==> config.mk <==
export PLATFORM = sky130hd
export DESIGN_NAME = fetch_queue_unit
export DESIGN_NICKNAME = d
export VERILOG_FILES = /design/src/rtl/fetch_queue_unit.sv
export SDC_FILE = /design/constraint.sdc
export NUM_CORES = 1
export LEC_CHECK = 0
export CORE_ASPECT_RATIO = 1.4
export CORE_MARGIN = 2
export CORE_UTILIZATION = 59
export DETAILED_ROUTE_END_ITERATION = 8
export PLACE_DENSITY = 0.95
export SYNTH_ARGS = -nofsm -noshare
export SYNTH_HDL_FRONTEND = slang
export SYNTH_SLANG_ARGS = --single-unit
==> constraint.sdc <==
create_clock -name clock -period 5.25 [get_ports clock]
set_input_delay 0.525 -clock clock [delete_from_list [all_inputs] [get_ports clock]]
set_output_delay 0.525 -clock clock [all_outputs]
set_load 0.05 [all_outputs]
==> src/rtl/fetch_queue_unit.sv <==
// fetch_queue_unit
// Instruction fetch front end. Holds the fetch PC, issues sequential requests
// to the instruction cache over a busywait handshake, and buffers returned
// instructions with their PCs in a DEPTH-entry queue that decode drains via
// a valid/ready handshake. A redirect flushes the queue and restarts fetch;
// if it arrives while a cache miss is outstanding, the unit parks in DRAIN
// until the old request completes and its data can be thrown away.
//
// Ports:
//   clock, reset        rising-edge clock, asynchronous active-high reset
//   imem_addr/read      cache request address and request valid
//   imem_rdata          cache read data (valid when read=1 and busywait=0)
//   imem_busywait       cache busy; request is held while high
//   redirect_valid/addr taken branch/jump and its target
//   instr_valid/instr   queue head valid flag and instruction (0 if empty)
//   instr_pc/pc_next    head PC and head PC + PC_STEP (0 if empty)
//   instr_ready         decode accepts the head this cycle
//   queue_count         number of occupied queue entries

module fetch_queue_unit #(
  parameter int              XLEN         = 32,
  parameter int              DEPTH        = 4,
  parameter logic [XLEN-1:0] RESET_VECTOR = '0,
  parameter int              PC_STEP      = 4
) (
  input  logic                       clock,
  input  logic                       reset,
  output logic [XLEN-1:0]            imem_addr,
  output logic                       imem_read,
  input  logic [XLEN-1:0]            imem_rdata,
  input  logic                       imem_busywait,
  input  logic                       redirect_valid,
  input  logic [XLEN-1:0]            redirect_addr,
  output logic                       instr_valid,
  output logic [XLEN-1:0]            instr,
  output logic [XLEN-1:0]            instr_pc,
  output logic [XLEN-1:0]            instr_pc_next,
  input  logic                       instr_ready,
  output logic [$clog2(DEPTH):0]     queue_count
);

  localparam int              PTR_W      = $clog2(DEPTH);
  localparam int              CNT_W      = PTR_W + 1;
  localparam logic [XLEN-1:0] STEP       = XLEN'(PC_STEP);
  localparam logic [XLEN-1:0] ALIGN_MASK = ~(STEP - XLEN'(1));

  typedef enum logic {
    RUN,
    DRAIN
  } state_t;

  state_t                state;
  state_t                next_state;
  logic [XLEN-1:0]       fetch_pc;
  logic [XLEN-1:0]       held_pc;
  logic [XLEN-1:0]       instr_mem [DEPTH];
  logic [XLEN-1:0]       pc_mem    [DEPTH];
  logic [PTR_W-1:0]      wr_ptr;
  logic [PTR_W-1:0]      rd_ptr;
  logic [CNT_W-1:0]      count;
  logic [XLEN-1:0]       target;
  logic                  full;
  logic                  push;
  logic                  pop;
  logic                  miss_redirect;

  // Request side. The read strobe is forced low while reset is asserted so the
  // cache sees the request drop immediately. In DRAIN the stale miss address
  // must be held stable until the cache finishes with it.
  always_comb begin
    full      = (count == CNT_W'(DEPTH));
    target    = redirect_addr & ALIGN_MASK;
    imem_addr = fetch_pc;
    imem_read = 1'b0;
    if (!reset) begin
      if (state == DRAIN) begin
        imem_addr = held_pc;
        imem_read = 1'b1;
      end else begin
        imem_read = !full;
      end
    end
    // A redirect on the same edge wins over any returning data or pop.
    push          = (state == RUN) && imem_read && !imem_busywait && !redirect_valid;
    pop           = instr_valid && instr_ready && !redirect_valid;
    miss_redirect = (state == RUN) && redirect_valid && imem_read && imem_busywait;
  end

  // Next-state logic. DRAIN is left as soon as the outstanding miss completes;
  // any redirect arriving meanwhile only updates fetch_pc.
  always_comb begin
    next_state = state;
    case (state)
      RUN:     if (miss_redirect) next_state = DRAIN;
      DRAIN:   if (!imem_busywait) next_state = RUN;
      default: next_state = RUN;
    endcase
  end

  // State register.
  always_ff @(posedge clock or posedge reset) begin
    if (reset) state <= RUN;
    else       state <= next_state;
  end

  // Fetch PC tracking. On a redirect during a miss the in-flight address is
  // remembered in held_pc so the cache request stays unchanged; the latest
  // redirect target always lands in fetch_pc.
  always_ff @(posedge clock or posedge reset) begin
    if (reset) begin
      fetch_pc <= RESET_VECTOR;
      held_pc  <= RESET_VECTOR;
    end else if (redirect_valid) begin
      fetch_pc <= target;
      if (miss_redirect) held_pc <= fetch_pc;
    end else if (push) begin
      fetch_pc <= fetch_pc + STEP;
    end
  end

  // Queue pointers and occupancy. A redirect flushes everything; otherwise a
  // simultaneous push and pop leaves the count unchanged. Pointers wrap
  // naturally since DEPTH is a power of two.
  always_ff @(posedge clock or posedge reset) begin
    if (reset) begin
      wr_ptr <= '0;
      rd_ptr <= '0;
      count  <= '0;
    end else if (redirect_valid) begin
      wr_ptr <= '0;
      rd_ptr <= '0;
      count  <= '0;
    end else begin
      if (push) wr_ptr <= wr_ptr + PTR_W'(1);
      if (pop)  rd_ptr <= rd_ptr + PTR_W'(1);
      case ({push, pop})
        2'b10:   count <= count + CNT_W'(1);
        2'b01:   count <= count - CNT_W'(1);
        default: count <= count;
      endcase
    end
  end

  // Queue storage; contents are only meaningful under the count, so no reset.
  always_ff @(posedge clock) begin
    if (push) begin
      instr_mem[wr_ptr] <= imem_rdata;
      pc_mem[wr_ptr]    <= fetch_pc;
    end
  end

  // Head presentation, zeroed when the queue is empty.
  always_comb begin
    instr_valid   = (count != '0);
    instr         = '0;
    instr_pc      = '0;
    instr_pc_next = '0;
    if (instr_valid) begin
      instr         = instr_mem[rd_ptr];
      instr_pc      = pc_mem[rd_ptr];
      instr_pc_next = pc_mem[rd_ptr] + STEP;
    end
    queue_count = count;
  end

endmodule

==> reports/metrics.csv <==
metric,value,unit
outcome,completed,
layout.cells.most_common,edfxtp_1,
die_width,133,um
met3WireLength,2.16,mm
coreArea,0.0231,mm^2
p_sw,4000,uW
clk_pin_slew_worst_paths,0.06,ns
synthDistinctLibCells,47,
skew,0.0105,ns
internal_power,5730,uW
final_nets,1136,
wl_met1,11.9,mm
final_cell_mix,"edfxtp_1 (248), clkdlybuf4s50_1 (192), mux2_2 (73)",
hold_slack,0.445,ns
ys_seq_area_share,66.3,%
rows,66,
synth_area,0.0138,mm^2
numCtsBuffers,29,
hold_path_class,in2reg,
area_delta_synth_final,22.9,%
clkPwrFrac,21.7,%
endpoint_kind,output pin,
clk_latency,0.54,ns
tns,0,ns
startpoint_type,flop,
wirelength,31.4,mm
leakage,0.00579,uW
synth_edf_count,248,
drive_gt1_share,19.2,%
start_util,59.7,%
viasPerCell,6.14,
cellPowerDensity,573,mW/mm^2
die_h,185,um
synth_cells,865,
synthArstFlopShare,21.5,%
vias,8522,
grt_first_pass_wirelength,48.0,mm
grt_start_max_net_pins,69,
max-slew-margin-rel,26.0,%
worst-path-max-fanout,32,
place_hpwl,19.3,mm
placed_area,0.0160,mm^2
cpMaxStageDelayCell,dfrtp_4,
grt_pass1_vias,8540,
synth-main-ff-cell,edfxtp_1,
critPathKind,reg2out,
cts_resized,0,
finalSetupViolations,0,
hold_viol,0,
numClockSinks,316,
first_pass_iters,5,
synth-seq-cells,316,
rsz0062_at_grt,false,
die_area,0.0247,mm^2
num_io_pins,202,
worstPathArrival,4.39,ns
place_ws,0.951,ns
critical_path_required,4.72,ns
grt_antenna_before_repair,0,
yosysWarningCount,0,
seqPwrFrac,32.3,%
drt-initial-drc-count,779,
avgSynthCellArea,16.0,um^2
crit_chain,"mux4_1, and4_1, nand4_1, nor3b_1, mux2_2, clkdlybuf4s50_1",
ctsHoldBuffers,0,
max_freq,0.203,GHz
ir_worst_vdd,432,uV
grt_usage,25.4,%
top_layer,met4,
max_stage_delay,0.84,ns
routed-wl-met2,16.4,mm
root_buffer,clkbuf_16,
finalInstanceArea,0.0170,mm^2
fin_crit,4.92,ns
p_sw_share,41.1,%
tightestPinTransition,1.11,ns
h-tree-depth,1,
fin_crit_sh,93.7,%
io_buffers,193,
antenna_cells,0,
cts_setup_buffers,0,
maxCapViolCount,0,
cts_tree,yes,
p_comb_share,45.9,%
wl_per_cell,22.6,um
antenna_left,0,
drc,0,
finalMaxSlewViolations,0,
grt_remaining_overflow,0,
setup_slack,0.333,ns
gp_congestion,0.785,
clockBufferDepth,3,
-- path summary, 6_finish.rpt --
| path | slack, ns | start | depth (start not counted) | end |
|---|---|---|---|---|
| worst max-delay path | 0.33 | rd_ptr[0] | 6 | instr_pc_next[28] |
| worst min-delay path | 0.44 | redirect_valid | 2 | queue_count[2] |
| worst max register to register | 2.26 | state | 5 | instr_mem[0][14] |
| worst min register to register | 0.50 | held_pc[7] | 1 | held_pc[7] |
| max in group asynchronous | 3.92 | reset | 3 | rd_ptr[0] |
| min in group asynchronous | 0.70 | reset | 3 | state |
-- worst max-delay path, delay by kind of cell, from the launching register on --
kind	cells	cell delay, ns
and+or+nand+nor	3	1.32
muxes	2	0.98
DFF	1	0.84
buffers and inverters	1	0.70
-- synthesized netlist by cell type, drive strengths merged, types with 2 or more instances --
master,n,area share (%)
nor2,46,1.3
nand2,50,1.4
a21oi,6,0.22
mux4,62,10
mux2i,3,0.22
or3,3,0.14
a311o,2,0.15
nand4,13,0.73
inv,17,0.46
dfrtp,68,12
or2,3,0.14
ha,6,0.54
nor3,17,0.65
or4,3,0.16
and3,5,0.23
and2,66,3.0
nand3,18,0.65
xor2,17,1.1
nor3b,2,0.11
nor4,15,0.83
mux2,74,6.0
nand4b,3,0.19
a31oi,2,0.091
o21ai,29,1.1
edfxtp,248,54
xnor2,22,1.4
buf,22,1.1
clkbuf,28,0.76
and4,7,0.44
-- final cells by class --
type | count | area (um^2)
fill | 1324 | 6160
multi-input combinational | 487 | 4370
inverter | 17 | 63.8
clock buffer | 39 | 763
sequential | 316 | 9150
tap | 306 | 383
clock inverter | 14 | 181
timing repair buffer | 209 | 2050
-- sequential cells by signal, indices dropped and copies added (netlist names) --
signal,flops
instr_mem,128
fetch_pc,30
pc_mem,120
state,1
held_pc,30
queue_count,3
rd_ptr,2
wr_ptr,2
-- through the flow --
step	cells	utilization (%)	power (uW)
2_1_floorplan	870	-	6260
3_3_place_gp	1335	69.3	7560
3_5_place_dp	1335	69.3	7640
4_1_cts	1388	73.3	9750
5_1_grt	1388	73.3	10100
6_report	1388	73.3	9720
-- layer usage --
layer,global-route usage (%),vias up
li1,-,3665
met1,33.3,4310
met2,44.9,479
met3,2.71,68
met4,8.26,0
met5,0,-
-- logic make-up after synthesis --
logic type	synth area share (%)
DFF	66.3
AOI/OAI and AO/OA	1.73
muxes	16.5
other	0.0272
and+or+nand+nor	10.0
buffers and inverters	2.34
adders and majority gates	0.689
xor gates and xnor gates	2.47
-- power by group through the flow --
stage / Combinational (uW) / Clock, uW / Sequential [uW]
detailed placement: 4450 / 0 / 3190
floorplan: 3160 / 0 / 3100
global route: 4650 / 2220 / 3180
CTS: 4480 / 2130 / 3140
global placement: 4390 / 0 / 3170
finish: 4470 / 2110 / 3150
Note: power is estimated with default switching activity, not from simulation.
